--- src/rtl/alu_serial_if.sv ---
// alu_serial_if: start/ready/done handshake and operand/result bus for alu_serial.
//   master (requester): drives start, command, a, b; observes ready, done, result, flags.
//   slave  (alu_serial): the reverse.
//   WIDTH must match the WIDTH of the alu_serial instance attached to it.
interface alu_serial_if #(
  parameter int unsigned WIDTH = 32
);
  logic             start;
  logic [2:0]       command;
  logic [WIDTH-1:0] a;
  logic [WIDTH-1:0] b;
  logic             ready;
  logic             done;
  logic [WIDTH-1:0] result;
  logic             carryout;
  logic             overflow;
  logic             zero;

  modport master (
    output start, command, a, b,
    input  ready, done, result, carryout, overflow, zero
  );

  modport slave (
    input  start, command, a, b,
    output ready, done, result, carryout, overflow, zero
  );
endinterface

--- src/rtl/alu_serial.sv ---
// alu_serial: multi-cycle ALU evaluating SLICE bits per cycle over WIDTH-bit operands.
// Carry and zero are chained across beats in registers; operands are shifted down
// one slice per beat and the result is shifted in from the top.
// Ports:
//   clk   - rising-edge clock
//   reset - synchronous, active-high reset
//   bus   - alu_serial_if.slave: start/command/a/b in; ready/done/result/carryout/overflow/zero out
// Commands: 000 add, 001 sub, 010 xor, 011 slt, 100 and, 101 nand, 110 nor, 111 or.
// Optional feature macro ALU_SERIAL_LOGIC_BYPASS_EN: when defined, logic commands are
// evaluated full-width on the first RUN cycle (done 2 cycles after start); when undefined
// every command takes the full N-beat path.
module alu_serial #(
  parameter int unsigned WIDTH = 32,
  parameter int unsigned SLICE = 4
) (
  input  logic         clk,
  input  logic         reset,
  alu_serial_if.slave  bus
);

  localparam int unsigned N  = WIDTH / SLICE;
  localparam int unsigned KW = (N > 1) ? $clog2(N) : 1;
  localparam int unsigned RW = WIDTH - SLICE;

`ifdef ALU_SERIAL_LOGIC_BYPASS_EN
  localparam bit BYPASS = 1'b1;
`else
  localparam bit BYPASS = 1'b0;
`endif

  localparam logic [1:0] S_IDLE = 2'd0;
  localparam logic [1:0] S_RUN  = 2'd1;
  localparam logic [1:0] S_DONE = 2'd2;

  localparam logic [2:0] CMD_ADD  = 3'b000;
  localparam logic [2:0] CMD_SUB  = 3'b001;
  localparam logic [2:0] CMD_XOR  = 3'b010;
  localparam logic [2:0] CMD_SLT  = 3'b011;
  localparam logic [2:0] CMD_AND  = 3'b100;
  localparam logic [2:0] CMD_NAND = 3'b101;
  localparam logic [2:0] CMD_NOR  = 3'b110;
  localparam logic [2:0] CMD_OR   = 3'b111;

  logic [1:0]       state_q, state_nxt;
  logic [KW-1:0]    k_q;
  logic [2:0]       op_q;
  logic [WIDTH-1:0] a_q, b_q;
  logic             carry_q;
  logic             zacc_q;
  logic [RW-1:0]    res_q;

  logic             ready_q, done_q, carryout_q, overflow_q, zero_q;
  logic [WIDTH-1:0] result_q;

  logic [SLICE-1:0] a_s, b_s, slice_res;
  logic [SLICE:0]   sum_s;
  logic [WIDTH-1:0] full_res, logic_full;
  logic             msb_cin, ovf_c, slt_bit;
  logic             arith_c, last_beat_c, finish_c, sub_like_c;

  // Beat arithmetic on the low slice of the shifted operands
  always_comb begin
    a_s      = a_q[SLICE-1:0];
    b_s      = b_q[SLICE-1:0];
    sum_s    = {1'b0, a_s} + {1'b0, b_s} + {{SLICE{1'b0}}, carry_q};
    case (op_q)
      CMD_XOR:  slice_res = a_s ^ b_s;
      CMD_AND:  slice_res = a_s & b_s;
      CMD_NAND: slice_res = ~(a_s & b_s);
      CMD_NOR:  slice_res = ~(a_s | b_s);
      CMD_OR:   slice_res = a_s | b_s;
      default:  slice_res = sum_s[SLICE-1:0];
    endcase
    full_res = {slice_res, res_q};
    // Carry into the MSB recovered from the sum bit; only meaningful on the last beat
    msb_cin  = a_s[SLICE-1] ^ b_s[SLICE-1] ^ sum_s[SLICE-1];
    ovf_c    = msb_cin ^ sum_s[SLICE];
    slt_bit  = sum_s[SLICE-1] ^ ovf_c;
  end

  // Full-width logic result used only by the bypass path
  always_comb begin
    case (op_q)
      CMD_XOR:  logic_full = a_q ^ b_q;
      CMD_AND:  logic_full = a_q & b_q;
      CMD_NAND: logic_full = ~(a_q & b_q);
      CMD_NOR:  logic_full = ~(a_q | b_q);
      default:  logic_full = a_q | b_q;
    endcase
  end

  // Control decodes
  always_comb begin
    arith_c     = (op_q == CMD_ADD) || (op_q == CMD_SUB) || (op_q == CMD_SLT);
    sub_like_c  = (bus.command == CMD_SUB) || (bus.command == CMD_SLT);
    last_beat_c = (k_q == KW'(N - 1));
    finish_c    = last_beat_c || (BYPASS && !arith_c);
  end

  // State register
  always_ff @(posedge clk) begin
    if (reset) state_q <= S_IDLE;
    else       state_q <= state_nxt;
  end

  // Next-state logic
  always_comb begin
    state_nxt = state_q;
    case (state_q)
      S_IDLE:  if (bus.start) state_nxt = S_RUN;
      S_RUN:   if (finish_c)  state_nxt = S_DONE;
      S_DONE:  state_nxt = S_IDLE;
      default: state_nxt = S_IDLE;
    endcase
  end

  // Datapath and registered outputs
  always_ff @(posedge clk) begin
    if (reset) begin
      k_q        <= '0;
      op_q       <= CMD_ADD;
      a_q        <= '0;
      b_q        <= '0;
      carry_q    <= 1'b0;
      zacc_q     <= 1'b0;
      res_q      <= '0;
      ready_q    <= 1'b1;
      done_q     <= 1'b0;
      result_q   <= '0;
      carryout_q <= 1'b0;
      overflow_q <= 1'b0;
      zero_q     <= 1'b1;
    end else begin
      done_q <= 1'b0;
      case (state_q)
        S_IDLE: begin
          if (bus.start) begin
            a_q     <= bus.a;
            b_q     <= sub_like_c ? ~bus.b : bus.b;
            op_q    <= bus.command;
            carry_q <= sub_like_c;
            zacc_q  <= 1'b0;
            k_q     <= '0;
            ready_q <= 1'b0;
          end
        end
        S_RUN: begin
          a_q     <= a_q >> SLICE;
          b_q     <= b_q >> SLICE;
          res_q   <= full_res[WIDTH-1:SLICE];
          carry_q <= sum_s[SLICE];
          zacc_q  <= zacc_q | (|slice_res);
          k_q     <= k_q + KW'(1);
          if (finish_c) begin
            done_q <= 1'b1;
            if (!arith_c) begin
              carryout_q <= 1'b0;
              overflow_q <= 1'b0;
              if (BYPASS) begin
                result_q <= logic_full;
                zero_q   <= ~(|logic_full);
              end else begin
                result_q <= full_res;
                zero_q   <= ~(zacc_q | (|slice_res));
              end
            end else begin
              carryout_q <= sum_s[SLICE];
              overflow_q <= ovf_c;
              if (op_q == CMD_SLT) begin
                result_q <= {{(WIDTH-1){1'b0}}, slt_bit};
                zero_q   <= ~slt_bit;
              end else begin
                result_q <= full_res;
                zero_q   <= ~(zacc_q | (|slice_res));
              end
            end
          end
        end
        S_DONE: ready_q <= 1'b1;
        default: ready_q <= 1'b1;
      endcase
    end
  end

  assign bus.ready    = ready_q;
  assign bus.done     = done_q;
  assign bus.result   = result_q;
  assign bus.carryout = carryout_q;
  assign bus.overflow = overflow_q;
  assign bus.zero     = zero_q;

endmodule

--- src/flat_wrapper.sv ---
// flat-port wrapper written by rule: the top's interface ports become plain ports
module alu_serial_flat 
#(
  parameter int unsigned WIDTH = 32,
  parameter int unsigned SLICE = 4
)
  (clk, reset, bus_start, bus_command, bus_a, bus_b, bus_ready, bus_done, bus_result, bus_carryout, bus_overflow, bus_zero);
  alu_serial_if #(.WIDTH(WIDTH)) bus_i ();
  input  logic clk;
  input  logic reset;
  input wire logic [$bits(bus_i.start)-1:0] bus_start;
  input wire logic [$bits(bus_i.command)-1:0] bus_command;
  input wire logic [$bits(bus_i.a)-1:0] bus_a;
  input wire logic [$bits(bus_i.b)-1:0] bus_b;
  output wire logic [$bits(bus_i.ready)-1:0] bus_ready;
  output wire logic [$bits(bus_i.done)-1:0] bus_done;
  output wire logic [$bits(bus_i.result)-1:0] bus_result;
  output wire logic [$bits(bus_i.carryout)-1:0] bus_carryout;
  output wire logic [$bits(bus_i.overflow)-1:0] bus_overflow;
  output wire logic [$bits(bus_i.zero)-1:0] bus_zero;
  assign bus_i.start = bus_start;
  assign bus_i.command = bus_command;
  assign bus_i.a = bus_a;
  assign bus_i.b = bus_b;
  assign bus_ready = bus_i.ready;
  assign bus_done = bus_i.done;
  assign bus_result = bus_i.result;
  assign bus_carryout = bus_i.carryout;
  assign bus_overflow = bus_i.overflow;
  assign bus_zero = bus_i.zero;
  alu_serial #(.WIDTH(WIDTH), .SLICE(SLICE)) u_core (.clk(clk), .reset(reset), .bus(bus_i));
endmodule
--- config.mk ---
export PLATFORM = sky130hd
export DESIGN_NAME = alu_serial_flat
export DESIGN_NICKNAME = d
export VERILOG_FILES = /design/src/rtl/alu_serial_if.sv /design/src/rtl/alu_serial.sv /design/src/flat_wrapper.sv
export SDC_FILE = /design/constraint.sdc
export NUM_CORES = 1
export LEC_CHECK = 0
export ABC_AREA = 1
export BUFFER_PORTS_ARGS = -buffer_cell sky130_fd_sc_hd__buf_2
export CORE_MARGIN = 5
export CORE_UTILIZATION = 45
export CTS_CLUSTER_SIZE = 16
export DETAILED_ROUTE_END_ITERATION = 8
export GPL_TIMING_DRIVEN = 0
export PLACE_DENSITY = 0.62
export SYNTH_ARGS = -nofsm -noshare
export SYNTH_HDL_FRONTEND = slang
export SYNTH_SLANG_ARGS = --single-unit
--- constraint.sdc ---
create_clock -name clk -period 4.2 [get_ports clk]
set_input_delay 0.84 -clock clk [delete_from_list [all_inputs] [get_ports clk]]
set_output_delay 0.84 -clock clk [all_outputs]
set_load 0.1 [all_outputs]
---- Word level (Yosys, flattened, before mapping) ----
Cells that the tools add are included.
storage, ports and cells
  bits in registers ....................... 139
  input port bits ......................... 70
  output and inout bits ................... 37
  logic and storage cells ................. 80
cells by class
  $add $sub $neg .......................... 3
  eq/ne operators ......................... 13
  muxes and demuxes ....................... 23
  bitwise logic cells ..................... 14
  reductions and logical operators ........ 13
operators with widths
  cell                   count
  $mux W32               5
  $pmux W32 S2           2
  $not A32 Y32           1
  $pmux W4 S5            1
  $eq A3 B3 Y1 const B   5
  $reduce_and A2 Y1      5
  $eq A3 B2 Y1 const B   3
  $not A4 Y4             2
  $mux W1                7
  $eq A3 B1 Y1 const B   2
  $pmux W1 S2            3
  $pmux W3 S2            1
  $add A4 B4 Y5          1
  $add A5 B1 Y5          1
  $and A4 B4 Y4          1
  $mux W2                2
  $or A4 B4 Y4           1
  $pmux W2 S2            1
  $reduce_or A4 Y1       1
  $xor A1 B1 Y1          4
  $xor A4 B4 Y4          1
  $add A3 B1 Y3 const B  1
  $logic_not A3 Y1       1
  $logic_or A1 B1 Y1     3
  9 further kinds        11

---- Longest topological paths before layout ----
Gate-level depths: netlist (run 1).
  depth in word-level cells ............... 8
  depth in mapped cells ................... 12

---- Least setup slack after synthesis (run 1) ----
Ideal clock, no wire load.
  path type ............................... flip-flop to flip-flop
  from .................................... register u_core.b_q[0]
  to ...................................... register u_core.zacc_q
  setup time .............................. 131 ps
  arrival ................................. 1,809 ps
  data required time ...................... 4,069 ps
  slack ................................... 2,260 ps
  cell stages (with the launch flop) ...... 11
  path buffers ............................ 0
  clock period less this slack ............ 1,940 ps
  cell sequence ........................... dfxtp_1 -> inv_1 -> fa_1 -> fa_1 -> inv_1 -> nand2_1 -> nand3_2 -> nor2_2 -> nand2_1 -> nand2_1 -> a21oi_2
on the way
  word-level cells in the longest chain between the ends .. 6
ends and longest elaborated chain
  item                                         line               source
  start, declared                              alu_serial.sv:47   logic [WIDTH-1:0] a_q, b_q;
  start signal, assigned                       alu_serial.sv:139  b_q <= sub_like_c ? ~bus.b : bus.b;
  start signal, assigned                       alu_serial.sv:149  b_q <= b_q >> SLICE;
  $add A4 B4 Y5, or another cell as far along  alu_serial.sv:65   sum_s = {1'b0, a_s} + {1'b0, b_s} + {{SLICE{1'b0}}, carry_q};
  $add A5 B1 Y5, or another cell as far along  alu_serial.sv:65
  $pmux W4 S5 *                                alu_serial.sv:66   case (op_q)
  $reduce_or A4 Y1 *                           alu_serial.sv:152  zacc_q <= zacc_q | (|slice_res);
  $or A1 B1 Y1 *                               alu_serial.sv:152
  $pmux W1 S2 *                                alu_serial.sv:135  case (state_q)
  end signal, assigned                         alu_serial.sv:152
  end, declared                                alu_serial.sv:49   logic zacc_q;
Every way passes the cells marked *; elsewhere a longest branch is shown, timed or not.
A chain may end at the register's enable or synchronous reset.

---- Worst setup path in the final report (run 1) ----
Ends and elaborated chain as after synthesis.

==> out/qor.txt, run 1 <==
RSZ-0062 raised after global routing: false
Final net count: 1008
Mapped Cells: 802
YS warnings: 0
Area grow syn2layout: 22.0%
Maximum VDD drop: 0.273 mV
Vias in the first global route: 5443
Die X: 126 um
Routed via count: 5620
Most common cell after layout, fill and taps aside: nand2_1
Postcts setup bufs: 0
DRC: 0
Pin count of the biggest net entering global routing: 17
Synthesized cell area: 6090 um2
DRT Wirelength: 15.7 mm
Most frequent cells in the layout: 239 x nand2_1, 139 x dfxtp_1, 131 x buf_2
Die height: 126 um
CTS max path bufs: 2
# clock sinks: 139
Worst Hold Class: register to register
Fraction of layout cells with a size suffix above 1: 20.3%
Clock Skew: 0.00822 ns
Slew Limit Fails: 0
Required @ worst endpoint: 4.48 ns
Post-Syn Area per Cell: 7.59 um2
Setup crit end kind: register
Die area: 16000 um2
Initial core utilization: 46.0%
First-pass GRT wire length: 25.6 mm
Core Region: 13200 um2
Port Buffer Count: 105
Setup TNS: 0 ns
DP HPWL: 11.8 mm
Hold Vio Cnt, Final: 0
Run status: completed
Vias per inst: 5.04
Worst slew margin: 61.7%
Max Clock Freq: 464 MHz
Synth Register Bits: 139
CTS resizes: 0
Clock buffers created by TritonCTS: 17
GP Congestion: 0.894
Seq/Total Area, Yosys: 45.7%
First DRT Iteration DRCs: 331
GRT Util Overall: 19.7%
Critical path class: register to register
Worst-path clk slew: 0.06 ns
Max_cap viols: 0
Mapped Nets: 884
Final ANT Viol Nets: 0
Clock root cell: clkbuf_16
GRT overflow: 0
H-tree depth: 4
Worst-path maximum fanout: 3
Pwr per Cell Area: 448 nW/um2
WL per Instance: 14.1 um
Total power: 0.00333 W
Synth unique cells: 38
Pleak: 3.21 nW
TritonRoute pass-1 iters: 5
Fin crit period: 2.16 ns
N_diodes: 0
Final period util: 51.4%
Top-level I/O count: 107
Hold_ws: 0.455 ns
Arrival time worst endpoint: 2.44 ns
Initial antenna violation count: 0
CP Launch Type: register
Row cnt: 42
Post-CTS Hold Fix Bufs: 0
Latest clock arrival within the worst-skew pair: 0.42 ns
Worst Tran Pin Value: 0.575 ns
Final setup violation count: 0
CTS tree: built
[state kept, by name (all words and copies together) (netlist names)]
name                 flops
u_core.bus.overflow      1
u_core.bus.zero          1
u_core.k_q               3
u_core.b_q              32
u_core.bus.done          1
u_core.res_q            28
u_core.carry_q           1
u_core.bus.ready         1
u_core.zacc_q            1
u_core.op_q              3
u_core.state_q           2
u_core.bus.carryout      1
u_core.a_q              32
u_core.bus.result       32
[cell usage after synthesis]
cell	instances	area, um2
or2_1	1	6.26
nor2_1	68	255
nor2_2	3	18.8
buf_1	1	3.75
fa_1	2	40.0
o211ai_1	5	37.5
buf_4	2	15.0
nand3_1	17	85.1
buf_2	26	130
a31oi_1	30	188
xnor2_1	29	254
o21ai_0	38	190
nor2_8	1	20.0
dfxtp_1	139	2780
nor3_2	1	10.0
clkbuf_8	1	13.8
o22ai_1	1	6.26
buf_6	5	56.3
ha_1	10	125
nand4_1	8	50.1
nor2_4	2	22.5
nor3_4	1	16.3
a22oi_1	17	128
nand3_2	3	30.0
inv_2	6	22.5
o221ai_1	3	26.3
or2_2	1	6.26
nand2_4	1	11.3
a21oi_2	1	8.76
clkinv_1	1	3.75
a21oi_1	69	345
clkbuf_1	18	67.6
inv_1	46	173
a221oi_1	1	8.76
a211oi_1	2	15.0
nand2_1	239	897
o21ai_1	2	10.0
nand2_2	1	6.26
[power breakdown]
group / leakage (nW) / internal [W] / switching (W)
Clock: 0.289 / 0.000936 / 0.000562
Sequential: 1.14 / 0.00139 / 0.0000456
Combinational: 1.79 / 0.000147 / 0.000243
[cells by family after synthesis]
group	synth area share, %
AO/OA/AOI/OAI	15.8
XOR/XNOR	4.17
adder cells (fa/ha/maj)	2.71
buffers and inverters	7.98
flip-flops	45.7
AND/OR/NAND/NOR	23.6
[critical path, cell delays in order (launching register included)]
cell,delay [ns]
dfxtp_1,0.33
inv_1,0.09
fa_1,0.46
fa_1,0.44
inv_1,0.08
nand2_1,0.08
nand3_1,0.11
nand4_1,0.11
nor2_2,0.12
nand2_1,0.06
nand2_1,0.07
a21oi_2,0.05
[path summary, 6_finish.rpt]
| check | from | end | slack (ns) | cells after the start |
|---|---|---|---|---|
| setup / recovery | u_core.b_q[0] | u_core.zacc_q | 2.04 | 11 |
| hold reg to reg | u_core.k_q[0] | u_core.k_q[0] | 0.45 | 1 |
| setup reg to reg | u_core.b_q[0] | u_core.zacc_q | 2.04 | 11 |
| hold / removal | u_core.k_q[0] | u_core.k_q[0] | 0.45 | 1 |
[cell type report]
type	count	area, um2
clock inverter	9	111
clock buffer	22	484
fill	1297	5820
inverter	53	199
sequential	139	2780
tap	176	220
multi-input combinational	557	2820
buffer	53	287
timing repair buffer	105	526
[through the flow]
step / cells / cell area (um2) / setup WS, ns / utilization, %
2_1_floorplan: 802 / 6090 / 2.26 / -
3_3_place_gp: 1083 / 6830 / 2.08 / 51.6
3_5_place_dp: 1083 / 6830 / 2.05 / 51.6
4_1_cts: 1114 / 7430 / 2.06 / 56.1
5_1_grt: 1114 / 7430 / 1.85 / 56.1
6_report: 1114 / 7430 / 2.04 / 56.1
[per-layer routing]
metal | routed length (um) | global-route usage, %
met5 | 0 | 0
met4 | 327 | 7.70
met3 | 758 | 4.79
met2 | 7540 | 33.1
met1 | 7100 | 24.3
(Power assumes the default switching activity.)
==> inputs of run 2 (changes only) <==
--- a/config.mk
+++ b/config.mk
@@ -12,7 +12,7 @@
 export CTS_CLUSTER_SIZE = 16
 export DETAILED_ROUTE_END_ITERATION = 8
 export GPL_TIMING_DRIVEN = 0
-export PLACE_DENSITY = 0.62
+export PLACE_DENSITY = 0.65
 export SYNTH_ARGS = -nofsm -noshare
 export SYNTH_HDL_FRONTEND = slang
 export SYNTH_SLANG_ARGS = --single-unit
==> constraint.sdc (replaced) <==
create_clock -name clk -period 1.8 [get_ports clk]
set_input_delay 0.36 -clock clk [delete_from_list [all_inputs] [get_ports clk]]
set_output_delay 0.36 -clock clk [all_outputs]
set_load 0.1 [all_outputs]
==> run 2 against run 1 <==
Against the previous run:
- flip-flop and latch count stayed put
- final cell count increased by 0.27%
- design area rose by 0.49%
- sequential power up 130%
- critical path depth fell by 1
- largest power group is now registers
- the flow now finishes with violations (setup timing)
- via count decreased by 0.94%
- wire length down 0.36%
- fmax is 11% higher
- die area is the same
==> out/qor.txt, run 2 (synthesis results as in run 1) <==
DRT Wirelength: 15.7 mm
Setup TNS: -0.309 ns
Critical path class: register to register
GP Congestion: 0.887
Placement-stage worst setup slack: -0.155 ns
Crit-path leading delay family: adder cells
Port Buffer Count: 105
TritonRoute pass-1 iters: 7
Post-DP Area: 6840 um2
Worst path slowest cell: fa_2
Final ANT Viol Nets: 0
CTS tree: built
Worst slew margin: 58.4%
Final core occ: 56.4%
CTS max path bufs: 2
Vias in the first global route: 5298
Required @ worst endpoint: 2.09 ns
First DRT Iteration DRCs: 363
Clock Skew: 0.00588 ns
Pwr per Cell Area: 1000 nW/um2
N_diodes: 0
Die X: 126 um
DRC: 0
Fraction of layout cells with a size suffix above 1: 22.6%
Routed via count: 5567
GRT overflow: 0
Clock root cell: clkbuf_16
Most frequent cells in the layout: 234 x nand2_1, 137 x dfxtp_1, 130 x buf_2
Die area: 16000 um2
Core Region: 13200 um2
Max_cap viols: 0
CP Launch Type: register
Worst Hold Class: primary input to register
Latest clock arrival within the worst-skew pair: 0.43 ns
WL per Instance: 14.0 um
Run status: finished, violations left
Crit-path cells: inv_4, fa_2, fa_2, inv_2, nand2_2, nand3_4, nor2_2, nand2_1, nand2_1, a21oi_2
H-tree depth: 4
Row cnt: 42
Initial antenna violation count: 0
Final period util: 107%
Crit path buffers/inverters: 2
Maximum VDD drop: 0.598 mV
Area grow syn2layout: 22.6%
Initial core utilization: 46.0%
Clock buffers created by TritonCTS: 17
DP HPWL: 11.2 mm
Setup crit end kind: register
Die height: 126 um
Post-route cell area: 7460 um2
GRT Util Overall: 19.8%
Worst-path maximum fanout: 3
Final worst slack: -0.135 ns
Fin crit period: 1.93 ns
Most common cell after layout, fill and taps aside: nand2_1
Pin count of the biggest net entering global routing: 17
# clock sinks: 139
RSZ-0062 raised after global routing: true
Pleak: 3.24 nW
Hold Vio Cnt, Final: 0
Vias per inst: 4.98
Crit-path max cell delay: 0.54 ns
Failing checks: setup timing
Max Clock Freq: 517 MHz
Final setup violation count: 5
First-pass GRT wire length: 25.5 mm
Slew Limit Fails: 0
Arrival time worst endpoint: 2.23 ns
Worst-path clk slew: 0.06 ns
Final net count: 1012
Worst Tran Pin Value: 0.624 ns
Top-level I/O count: 107
run 2: routing by layer:
metal,up-vias,GRT usage (%),routed length (um)
met5,-,0,0
li1,2869,-,-
met4,0,6.69,206
met3,19,4.62,831
met2,141,32.1,7390
met1,2538,26.1,7240
run 2: path summary, 6_finish.rpt:
| path | depth (start not counted) | from | endpoint | slack [ns] |
|---|---|---|---|---|
| setup / recovery | 10 | u_core.a_q[0] | u_core.zacc_q | -0.13 |
| hold / removal | 3 | bus_a[29] | u_core.a_q[29] | 0.19 |
| setup reg to reg | 10 | u_core.a_q[0] | u_core.zacc_q | -0.13 |
| hold reg to reg | 2 | u_core.res_q[0] | u_core.res_q[0] | 0.46 |
run 2: cell type report:
type	count	area [um2]
Fill cell	1317	5780
Multi-Input combinational cell	557	2880
Sequential cell	139	2790
Timing Repair Buffer	109	556
Clock buffer	21	450
Buffer	53	289
Tap cell	176	220
Inverter	53	204
Clock inverter	9	75.1
run 2: repair_timing:
item | in CTS | in global routing
resized for setup | 8 | 16
cloned | 0 | 0
pin swaps | 2 | 8
endpoints found under the setup margin | 10 | 18
setup buffers | 2 | 2
hold buffers | 0 | 0
run 2: metrics by stage:
stage | instances | hold WS, ns | total power [W]
6_report | 1117 | 0.189 | 0.00746
5_1_grt | 1117 | 0.194 | 0.00780
4_1_cts | 1115 | 0.176 | 0.00748
3_5_place_dp | 1083 | 0.451 | 0.00432
3_3_place_gp | 1083 | 0.447 | 0.00431
2_1_floorplan | 802 | 0.428 | 0.00403
run 2: tightest hold or removal path, cell delays in order:
cell     delay (ns)
buf_2          0.10
nand2_1        0.05
a21oi_1        0.05
run 2: power breakdown:
group / switching, W / leakage [nW] / internal (W)
clock: 0.00127 / 0.258 / 0.00190
combinational: 0.000582 / 1.85 / 0.000360
sequential: 0.000107 / 1.14 / 0.00325
total: 0.00196 / 3.24 / 0.00551
